### src/rtl/fetch_stage.sv
// fetch_stage: keeps the program counter, issues one instruction-memory
// request at a time and buffers returned words in a 2-entry FIFO for the
// decode stage. A redirect flushes the buffer and restarts fetch at a new PC.
//
// Optional feature: define FETCH_MISALIGN_CHECK_EN to make redirects to a
// non-word-aligned target be ignored and set a sticky fault flag. Without
// the macro, fault is tied low and redirect_pc is used as given.
//
// Handshakes: a transfer happens on a rising edge where valid and ready are
// both high (imem_req/imem_ack toward memory, instr_valid/instr_ready toward
// decode); a valid side holds its payload stable until that edge.
//
// Ports:
//   clk, reset              clock, asynchronous active-high reset
//   redirect, redirect_pc   taken branch/jump and its target
//   imem_req, imem_addr     memory request and address (always the PC)
//   imem_ack, imem_rdata    memory accept with same-cycle instruction word
//   instr_valid, instr,     registered FIFO head toward decode
//   instr_pc, instr_ready
//   fault                   sticky misaligned-redirect flag
module fetch_stage #(
    parameter int          N        = 64,
    parameter logic [N-1:0] RESET_PC = '0
) (
    input  logic         clk,
    input  logic         reset,
    input  logic         redirect,
    input  logic [N-1:0] redirect_pc,
    output logic         imem_req,
    output logic [N-1:0] imem_addr,
    input  logic         imem_ack,
    input  logic [31:0]  imem_rdata,
    output logic         instr_valid,
    output logic [31:0]  instr,
    output logic [N-1:0] instr_pc,
    input  logic         instr_ready,
    output logic         fault
);

    // REQ : request outstanding, FIFO has room
    // FULL: FIFO holds two entries, no request
    // DROP: a request is still outstanding but its data must be thrown away
    localparam logic [1:0] S_REQ  = 2'd0;
    localparam logic [1:0] S_FULL = 2'd1;
    localparam logic [1:0] S_DROP = 2'd2;

    logic [1:0]   state;
    logic [N-1:0] pc;
    logic [N-1:0] pend_pc;

    // FIFO: slot 0 is always the head, slot 1 the entry behind it.
    logic         v0, v1;
    logic [N-1:0] pc0, pc1;
    logic [31:0]  in0, in1;

    logic redir_ok;
    logic push;
    logic pop;

`ifdef FETCH_MISALIGN_CHECK_EN
    logic fault_q;
    logic redir_bad;

    assign redir_ok  = redirect && (redirect_pc[1:0] == 2'b00);
    assign redir_bad = redirect && (redirect_pc[1:0] != 2'b00);

    always_ff @(posedge clk or posedge reset) begin
        if (reset)
            fault_q <= 1'b0;
        else if (redir_bad)
            fault_q <= 1'b1;
    end

    assign fault = fault_q;
`else
    assign redir_ok = redirect;
    assign fault    = 1'b0;
`endif

    // Held low during reset so no request is seen until reset is released.
    assign imem_req  = !reset && (state != S_FULL);
    assign imem_addr = pc;

    assign push = imem_req && imem_ack && (state == S_REQ) && !redir_ok;
    assign pop  = v0 && instr_ready;

    assign instr_valid = v0;
    assign instr       = in0;
    assign instr_pc    = pc0;

    // FIFO storage. A redirect empties it even if the head is popped in the
    // same cycle; the pop is still seen downstream through the handshake.
    always_ff @(posedge clk or posedge reset) begin
        if (reset) begin
            v0  <= 1'b0;
            v1  <= 1'b0;
            pc0 <= '0;
            pc1 <= '0;
            in0 <= '0;
            in1 <= '0;
        end else if (redir_ok) begin
            v0 <= 1'b0;
            v1 <= 1'b0;
        end else if (push && pop) begin
            if (v1) begin
                pc0 <= pc1;
                in0 <= in1;
                pc1 <= pc;
                in1 <= imem_rdata;
            end else begin
                pc0 <= pc;
                in0 <= imem_rdata;
            end
        end else if (pop) begin
            pc0 <= pc1;
            in0 <= in1;
            v0  <= v1;
            v1  <= 1'b0;
        end else if (push) begin
            if (!v0) begin
                v0  <= 1'b1;
                pc0 <= pc;
                in0 <= imem_rdata;
            end else begin
                v1  <= 1'b1;
                pc1 <= pc;
                in1 <= imem_rdata;
            end
        end
    end

    // PC / request FSM.
    always_ff @(posedge clk or posedge reset) begin
        if (reset) begin
            state   <= S_REQ;
            pc      <= RESET_PC;
            pend_pc <= RESET_PC;
        end else begin
            case (state)
                S_REQ: begin
                    if (redir_ok) begin
                        if (imem_ack) begin
                            pc <= redirect_pc;
                        end else begin
                            // Old request stays on the bus until acked.
                            pend_pc <= redirect_pc;
                            state   <= S_DROP;
                        end
                    end else if (imem_ack) begin
                        pc <= pc + N'(4);
                        // Occupancy was 1 and nothing leaves: now full.
                        if (v0 && !pop)
                            state <= S_FULL;
                    end
                end
                S_FULL: begin
                    if (redir_ok) begin
                        pc    <= redirect_pc;
                        state <= S_REQ;
                    end else if (pop) begin
                        state <= S_REQ;
                    end
                end
                S_DROP: begin
                    if (redir_ok) begin
                        if (imem_ack) begin
                            pc    <= redirect_pc;
                            state <= S_REQ;
                        end else begin
                            pend_pc <= redirect_pc;
                        end
                    end else if (imem_ack) begin
                        pc    <= pend_pc;
                        state <= S_REQ;
                    end
                end
                default: state <= S_REQ;
            endcase
        end
    end

endmodule

### config.mk
export PLATFORM = sky130hd
export DESIGN_NAME = fetch_stage
export DESIGN_NICKNAME = d
export VERILOG_FILES = /design/src/rtl/fetch_stage.sv
export SDC_FILE = /design/constraint.sdc
export NUM_CORES = 1
export LEC_CHECK = 0
export CAP_MARGIN = 5
export CORE_MARGIN = 1.5
export CORE_UTILIZATION = 59
export DETAILED_ROUTE_END_ITERATION = 6
export PLACE_DENSITY_LB_ADDON = 0.25
export SLEW_MARGIN = 20
export SYNTH_ARGS = -nofsm -noshare
export SYNTH_HDL_FRONTEND = slang
export SYNTH_SLANG_ARGS = --single-unit
### constraint.sdc
create_clock -name clk -period 26.1 [get_ports clk]
set_input_delay 7.83 -clock clk [delete_from_list [all_inputs] [get_ports clk]]
set_output_delay 7.83 -clock clk [all_outputs]
set_load 0.005 [all_outputs]
==> run summary <==
Status: completed
CTS Hold Bufs: 0
Library cell contributing the largest single delay on the critical path: sky130_fd_sc_hd__clkdlybuf4s50_1
#FFs+latches synth: 324
Clk buf depth: 3
Average size of a mapped cell: 9.83 µm²
Core area: 0.0296 mm²
Share of synthesized flip-flops with an asynchronous set or reset: 100%
Post-synthesis instance area: 0.0177 mm²
Number of standard cells after synthesis: 1800
Antenna viol nets, final: 0
Kind of critical path: input port to output port
Routing usage on met3: 4.87%
# fillers: 2123
Number of buffer cells added on primary ports: 262
Clock root buffer: sky130_fd_sc_hd__clkbuf_16
Top cell types by occurrence after synthesis: 324 x sky130_fd_sc_hd__dfrtp_1, 245 x sky130_fd_sc_hd__nand2_1, 192 x sky130_fd_sc_hd__o21ai_0, 154 x sky130_fd_sc_hd__mux2_2, 154 x sky130_fd_sc_hd__mux2i_1
Required time worst endpoint: 18.27 ns
Yosys cell types: 78
Yosys top cell by area: sky130_fd_sc_hd__dfrtp_1
DP Worst Slack: 9.29 ns
Count of cells along the worst hold path: 2
Total negative slack for setup checks: 0 ns
Register-to-Register Path Depth: 10
Cell-by-cell trace of the critical path: clkdlybuf4s50_1 > nor2_1 > clkdlybuf4s50_1
Met1 usage: 44.4%
Wirelength, routed: 50900 µm
Hold path startpoint: instr_pc[53]
Pin count of the biggest net entering global routing: 114
Number of failing hold endpoints at the final stage: 0
Total setup violations reported at the end of the flow: 0
Critical path's most frequent cell: sky130_fd_sc_hd__clkdlybuf4s50_1
Number of antenna violations at the first check in global routing: 3
Clock latency reported for the late side of the worst-skew pair: 0.54 ns
Layout cells sized above 1: 13.6%
Boundary Pins: 264
Net count, final: 2053
Buffers inserted during post-CTS setup optimization: 0
Number of buffers created by CTS: 37
Max-capacitance violation count: 0
H-tree Lvls: 2
Area share of the leading cell type in the synthesized netlist: 45.8%
Crit path setup slack, layout: 9.30 ns
Sequential share of the synthesized area: 45.8%
Die area: 0.0310 mm²
Num Clock Sinks: 324
Top flip-flop cell by instance count after synthesis: sky130_fd_sc_hd__dfrtp_1
Post-DR wirelength/cell: 21.5 µm
EDFF count, synth: 0
Final worst path period need: 16.80 ns
Share of the clock period used by the worst path after layout: 64.4%
Met2 demand-to-capacity share in global routing: 53.9%
Pwr per Cell Area: 115 mW/mm²
Slack of the worst reg-to-reg path: 21.94 ns
Number of warning messages in the yosys log: 0
Number of nets produced by synthesis: 1905
Biggest cell delay along the critical path: 0.51 ns
Number of resized instances in the post-cts repair step: 0
Max Clock Skew: 0.0205 ns
GRT busiest layer: met2
Critical Path Fanout Max: 2
Number of detailed-route iterations in the first pass: 6
RSZ-0062 raised after global routing: false
Area contributors post-synth: sky130_fd_sc_hd__dfrtp_1 46%, sky130_fd_sc_hd__mux2_2 9.8%, sky130_fd_sc_hd__mux2i_1 8.7%
Slew headroom: 25.6%
Max Fclk: 59.5 MHz
Total number of vias: 15300
First-pass GRT wire length: 81300 µm
Avg Vias per Cell: 6.48
Standard-cell rows: 63
Kind of path behind the tightest hold check: register to register
Die width: 176 µm
Layout area overhead: 21.8%
Reg-to-Reg Start: state[1]
DR iter-0 viols: 1419
TritonCTS clock tree: yes
Vertical die dimension: 176 µm
Maximum vdd drop: 73.5 µV
Slew @ Worst Pin: 1.11 ns
Clock transition at the registers of the reported paths: 0.06 ns
Worst Setup Start Kind: input port
Reg2Reg Capture Point: instr_pc[33]
Global route overflow: 0
DP Wirelength: 32300 µm
Routability congestion estimate: 0.889
Destination of the worst hold path: instr_pc[53]
Arrival time of the worst setup path: 8.97 ns
Top-count cell post-synth: sky130_fd_sc_hd__dfrtp_1
Critical path capture point type: output port
Number of pins with negative max-slew slack in the final report: 0
Total Routing Usage GR: 32.8%
Starting Density: 59.9%
Via count of the first global-routing pass: 15100
Static leakage power: 9.89 nW
Number of DRC violations after detailed routing: 0
area by class of cell:
| class | count | area, µm² | share of cell area [%] |
|---|---|---|---|
| inverter | 24 | 97.6 | 0.453 |
| sequential | 324 | 8110 | 37.6 |
| clock buffer | 54 | 1120 | 5.21 |
| clock inverter | 12 | 128 | 0.592 |
| tap | 390 | 488 | 2.26 |
| multi-input combinational | 1281 | 8840 | 41.0 |
| timing repair buffer | 280 | 2760 | 12.8 |
| antenna | 3 | 7.51 | 0.0348 |
power breakdown:
| group | switching, mW | internal (mW) |
|---|---|---|
| Clock | 0.212 | 0.319 |
| Combinational | 0.504 | 0.518 |
| Sequential | 0.226 | 0.697 |
worst max-delay path by stage:
stage,start,slack [ns],to,depth (start not counted)
3_3_place_gp,reset,9.29,imem_req,3
3_5_place_dp,reset,9.29,imem_req,3
4_1_cts,reset,9.29,imem_req,3
6_report,reset,9.30,imem_req,3
2_1_floorplan,reset,9.01,in1[7],7
5_1_grt,reset,9.27,imem_req,3
state kept, by name, indices dropped and copies added (netlist names):
register     cells
v1               1
pend_pc         64
instr_valid      1
pc1             64
instr           32
state            2
instr_pc        64
imem_addr       64
in1             32
metrics by stage:
| stage | hold WS, ns | power (mW) | instance area (µm²) | util, % | std cells |
|---|---|---|---|---|---|
| floorplan | 0.449 | 1.48 | 17700 | - | 1800 |
| global placement | 0.460 | 1.88 | 20300 | 68.6 | 2299 |
| detailed placement | 0.469 | 1.93 | 20300 | 68.6 | 2299 |
| CTS | 0.481 | 2.47 | 21500 | 72.9 | 2365 |
| global route | 0.509 | 2.63 | 21500 | 72.9 | 2368 |
| finish | 0.473 | 2.48 | 21500 | 72.9 | 2368 |
per-layer routing:
layer	up-vias	routed length (µm)
met5	-	0
met4	0	1480
met3	127	4400
met2	784	24300
met1	7564	20700
li1	6872	-
critical path, delay by kind of cell:
family / cells / cell delay, ns
buf+inv: 2 / 1.01
simple gates: 1 / 0.12
cell usage in the layout (no fill, tap or decap), types with 13 or more instances in the layout:
master,netlist,routed
sky130_fd_sc_hd__dfrtp_1,324,324
sky130_fd_sc_hd__clkdlybuf4s50_1,0,260
sky130_fd_sc_hd__nand2_1,245,244
sky130_fd_sc_hd__o21ai_0,192,192
sky130_fd_sc_hd__mux2_2,154,154
sky130_fd_sc_hd__mux2i_1,154,154
sky130_fd_sc_hd__a21oi_1,96,96
sky130_fd_sc_hd__nor2_1,68,67
sky130_fd_sc_hd__clkbuf_16,0,39
sky130_fd_sc_hd__nand3_1,31,31
sky130_fd_sc_hd__nand4_1,30,30
sky130_fd_sc_hd__inv_1,22,21
sky130_fd_sc_hd__a22o_1,21,21
sky130_fd_sc_hd__o211ai_1,21,21
sky130_fd_sc_hd__buf_4,10,19
sky130_fd_sc_hd__a22oi_1,18,18
sky130_fd_sc_hd__nor3_1,17,17
sky130_fd_sc_hd__and4_1,14,14
sky130_fd_sc_hd__a221o_1,13,13
sky130_fd_sc_hd__a221oi_1,13,13
cell families (layout without fill, tap and decap cells):
group                    count (synthesis)  count (layout)  share of synthesized area [%]
AO/OA/AOI/OAI                          482             482                           17.1
XOR/XNOR                                 8               8                          0.396
adder cells (fa/ha/maj)                  4               4                          0.283
buffers and inverters                  195             370                           4.67
flip-flops                             324             324                           45.8
multiplexers                           309             309                           18.6
other                                    1               4                         0.0212
AND/OR/NAND/NOR                        477             477                           13.2
Power figures use the tool's default switching activity.
==> variant 1 (same flow settings) <==
The parameter `N` goes from 64 to 32.
--- a/src/rtl/fetch_stage.sv
+++ b/src/rtl/fetch_stage.sv
@@ -20,5 +20,5 @@
 //   fault                   sticky misaligned-redirect flag
 module fetch_stage #(
-    parameter int          N        = 64,
+    parameter int          N        = 32,
     parameter logic [N-1:0] RESET_PC = '0
 ) (
Ports: changed (resized imem_addr, instr_pc and redirect_pc); port bits go from 264 to 168. The function was not compared with the original's and may differ.
==> variant 1 against the unedited design <==
Setup slack got worse by 0.042 ns; core utilization rose by 1.4 points; non-clock buffer count fell by 104; sequential cell count fell by 128; design area fell by 43%; wire length fell by 49%; via count fell by 46%; count of clock-buffer cells in the layout fell by 36; cell count fell by 45%; critical path depth did not move; total power fell by 46%; synthesized area fell by 43%; sequential share of layout area rose by 2.0 points; combinational power fell by 49%.
==> variant 1: results (changes against the unedited design) <==
* Fillers at 1,240 (was 2,123)
* Yosys cell types at 73 (was 78)
* Comb_multi_in at 671 (was 1,281)
* Run status: complete, no violations (unchanged)
* Multi-input gate area at 4753 sq um (was 8840 sq um)
* Hold_sp: instr_pc[29]$_DFFE_PP0P_ (was instr_pc[53]$_DFFE_PP0P_)
* Top post-synthesis cells by count: dfrtp_1, nand2_1, mux2_2 (was dfrtp_1, nand2_1, o21ai_0)
* Share of layout cells above drive strength 1 at 0.1565 (was 0.1362)
* Place WS at 9.271 ns (was 9.293 ns)
* Dpl hpwl at 16,260 um (was 32,270 um)
* Worst skew pair latency at 0.43 ns (was 0.54 ns)
* Initial antenna violation count at 0 (was 3)
* Maximum vdd drop at 61.70 uV (was 73.47 uV)
* Mapped Nets at 1,034 (was 1,905)
* Slew Limit Headroom at 0.3028 (was 0.2562)
* Post-place instance area at 11,730 sq um (was 20,290 sq um)
* Wirelength, routed at 25,930 um (was 50,870 um)
* Antenna Cells at 0 (was 3)
* Initial DRC count at 980 (was 1,419)
* Leak at 5.194 nW (was 9.888 nW)
* Largest net degree at the start of global routing at 137 (was 114)
* Fraction of area in multi-input gates at 0.3843 (was 0.4103)
* Routability Congestion at 0.8881 (was 0.8887)
* Crit path max fanout at 3 (was 2)
* Inverters at 18 (was 24)
* First-pass GRT wire length at 42,160 um (was 81,330 um)
* Routed vias/inst at 6.335 (was 6.481)
-- variant 1: path summary, 6_finish.rpt --
kind,cells after the start,slack [ns],endpoint
setup / recovery,3,9.26,imem_req
hold / removal,2,0.48,instr_pc[29]$_DFFE_PP0P_
setup reg to reg,9,22.39,instr_pc[26]$_DFFE_PP0P_
hold reg to reg,2,0.48,instr_pc[29]$_DFFE_PP0P_
max in group asynchronous,3,16.67,imem_addr[8]$_DFFE_PP0P_
min in group asynchronous,2,8.04,imem_addr[7]$_DFFE_PP0P_
-- variant 1: cell families after synthesis --
group	share of synthesized area
compound gates	0.1639
simple gates	0.1072
flops	0.4857
mux	0.1910
buf+inv	0.04684
fa+ha+maj	0.004957
other cells	0.0003714
-- variant 1: report_power, final --
group          switching, mW  internal (mW)
registers              0.110          0.418
logic                  0.243          0.274
clock network          0.123          0.157
total                  0.476          0.849
-- variant 1: per-layer routing --
metal,share of wire,global-route usage
met1,0.44,0.4310
met2,0.46,0.4582
met3,0.078,0.04875
met4,0.019,0.1063
met5,0,0
==> variant 2 (same settings) <==
Without the edit above. Build with the macro `FETCH_MISALIGN_CHECK_EN` defined.
--- a/src/rtl/fetch_stage.sv
+++ b/src/rtl/fetch_stage.sv
@@ -19,4 +19,6 @@
 //   instr_pc, instr_ready
 //   fault                   sticky misaligned-redirect flag
+`define FETCH_MISALIGN_CHECK_EN
+
 module fetch_stage #(
     parameter int          N        = 64,
Function: changed (Yosys sat finds a counterexample within 4 cycles, from zero or initial values and one cycle with reset high).
==> variant 2 against the unedited design <==
Setup slack worse by 0.16 ns; design area is 0.31% higher; synthesized cell count is 2.9% higher; total power is 5.2% higher; wire length is 6.3% higher; sequential cell count is 1 higher; highest routed layer unchanged; clock power is 2% lower; synthesized area hardly changed; clock skew is 0.0090 ns lower.
==> variant 2: results (changes against the unedited design) <==
* Worst r2r dst: instr[13]$_DFFE_PP0P_ (was instr_pc[33]$_DFFE_PP0P_)
* Maximum vdd drop at 109.4 uV (was 73.47 uV)
* Mapped Avg Cell Area at 9.563 sq um (was 9.830 sq um)
* Setup bufs post-CTS at 0 (unchanged)
* First-pass GRT wire length at 84,840 um (was 81,330 um)
* EDFF count, synth at 0 (unchanged)
* Worst r2r src: state[1]$_DFFE_PP0P_ (unchanged)
* Initial DRC count at 1,998 (was 1,419)
* R2R Setup Slk at 22.03 ns (was 21.94 ns)
* Cell family with most CP delay: buffers and inverters (unchanged)
* Final #Nets at 2,118 (was 2,053)
* Worst Skew at 0.01148 ns (was 0.02051 ns)
* Dpl hpwl at 34,380 um (was 32,270 um)
* Fillers at 2,171 (was 2,123)
* Run status: complete, no violations (unchanged)
* Largest net degree at the start of global routing at 128 (was 114)
* Largest stage delay, worst path at 0.55 ns (was 0.51 ns)
* R2R depth at 9 (was 10)
* # port buffers at 263 (was 262)
* Dominant synthesized flop cell: dfrtp_1 (unchanged)
* CTS Buf Count at 37 (unchanged)
* Worst skew pair latency at 0.52 ns (was 0.54 ns)
* Post-CTS Hold Fix Bufs at 0 (unchanged)
* Area contributors post-synth: dfrtp_1, mux2_2, mux2i_1 (unchanged)
* Post_cts resized at 0 (unchanged)
* DP Cell Count at 2,364 (was 2,299)
* Via count at 15,981 (was 15,347)
* Post-Synth Adder-Cell Area at 0.002826 (was 0.002828)
* Overall global routing resource usage at 0.3464 (was 0.3282)
* Pre-Repair DR Iteration Count at 7 (was 6)
* Share of layout cells above drive strength 1 at 0.1262 (was 0.1362)
* Post-synthesis mux area share at 0.1743 (was 0.1858)
* Worst-path clk slew at 0.06 ns (about the same)
* Mapped Nets at 1,957 (was 1,905)
* Sequential element share of the synthesized area at 0.4592 (was 0.4582)
* Routability Congestion at 0.9169 (was 0.8887)
* Leak at 9.744 nW (was 9.888 nW)
* Measured slew at the worst slew-check pin at 1.090 ns (was 1.113 ns)
* Hold path endpoint: pc1[33]$_DFFE_PP0P_ (was instr_pc[53]$_DFFE_PP0P_)
* Post-place instance area at 20,390 sq um (was 20,290 sq um)
* Hold path depth at 2 (unchanged)
* Yosys cell types at 78 (unchanged)
* WL/cell at 22.24 um (was 21.48 um)
* Initial antenna violation count at 4 (was 3)
* Xor/xnor cell area share of the yosys netlist at 0.0009890 (was 0.003960)
* Slowest CP cell: clkdlybuf4s50_1 (unchanged)
* Post-synthesis compound-gate area fraction at 0.1723 (was 0.1707)
* Vias in the first global route at 15,298 (was 15,118)
* Top post-synthesis cells by count: dfrtp_1, nand2_1, o21ai_0 (unchanged)
* Crit path max fanout at 3 (was 2)
* Root Buffer: clkbuf_16 (unchanged)
* Hold_sp: pc1[33]$_DFFE_PP0P_ (was instr_pc[53]$_DFFE_PP0P_)
* Wirelength, routed at 54,060 um (was 50,870 um)
* Yosys warns at 0 (unchanged)
-- variant 2: stage by stage --
step             util  power [mW]  hold WS [ns]  setup WS [ns]
3_3_place_gp   0.6898       2.006        0.4572          9.185
3_5_place_dp   0.6898       2.061        0.4693          9.154
5_1_grt        0.7311       2.758        0.5013          9.119
6_report       0.7312       2.604        0.4761          9.142
2_1_floorplan       -       1.572        0.4492          9.272
4_1_cts        0.7308       2.588        0.4821          9.142
-- variant 2: kinds of logic (layout without fill, tap and decap cells) --
| kind of cell | Yosys count | after routing |
|---|---|---|
| xor gates and xnor gates | 2 | 2 |
| other | 0 | 4 |
| adders and majority gates | 4 | 4 |
| muxes | 290 | 290 |
| buffers and inverters | 185 | 370 |
| DFF | 325 | 325 |
| and+or+nand+nor | 558 | 558 |
| AOI/OAI and AO/OA | 488 | 488 |
-- variant 2: how the worst max path moves through the flow --
stage	startpoint	endpoint	slack, ns	depth (start not counted)
global route	reset	imem_req	9.12	3
detailed placement	reset	imem_req	9.15	3
finish	reset	imem_req	9.14	3
global placement	reset	imem_req	9.19	3
CTS	reset	imem_req	9.14	3
floorplan	reset	fault$_DFFE_PP0P_	9.27	1
-- variant 2: area by class of cell --
class | instances | area [sq um] | share of cell area
multi-input combinational | 1342 | 8885 | 0.4111
sequential | 325 | 8133 | 0.3763
timing repair buffer | 285 | 2795 | 0.1293
clock buffer | 55 | 1105 | 0.05112
tap | 390 | 488.0 | 0.02258
clock inverter | 8 | 107.6 | 0.004979
inverter | 22 | 90.09 | 0.004168
antenna | 4 | 10.01 | 0.0004631
-- variant 2: report_power, final --
group	internal, mW	switching (mW)
logic	0.547	0.572
clock network	0.313	0.205
registers	0.722	0.245
-- variant 2: worst min-delay path: cells and delay by family (launching register included) --
family | cells | cell delay (ns)
AND/OR/NAND/NOR | 1 | 0.05
AO/OA/AOI/OAI | 1 | 0.06
flip-flops | 1 | 0.34
-- variant 2: routing by layer --
metal | GRT usage | routed length, um | up-vias
li1 | - | - | 7073
met1 | 0.4733 | 21340 | 7772
met2 | 0.5341 | 24650 | 972
met3 | 0.07192 | 5874 | 164
met4 | 0.1542 | 2191 | 0
met5 | 0 | 0 | -
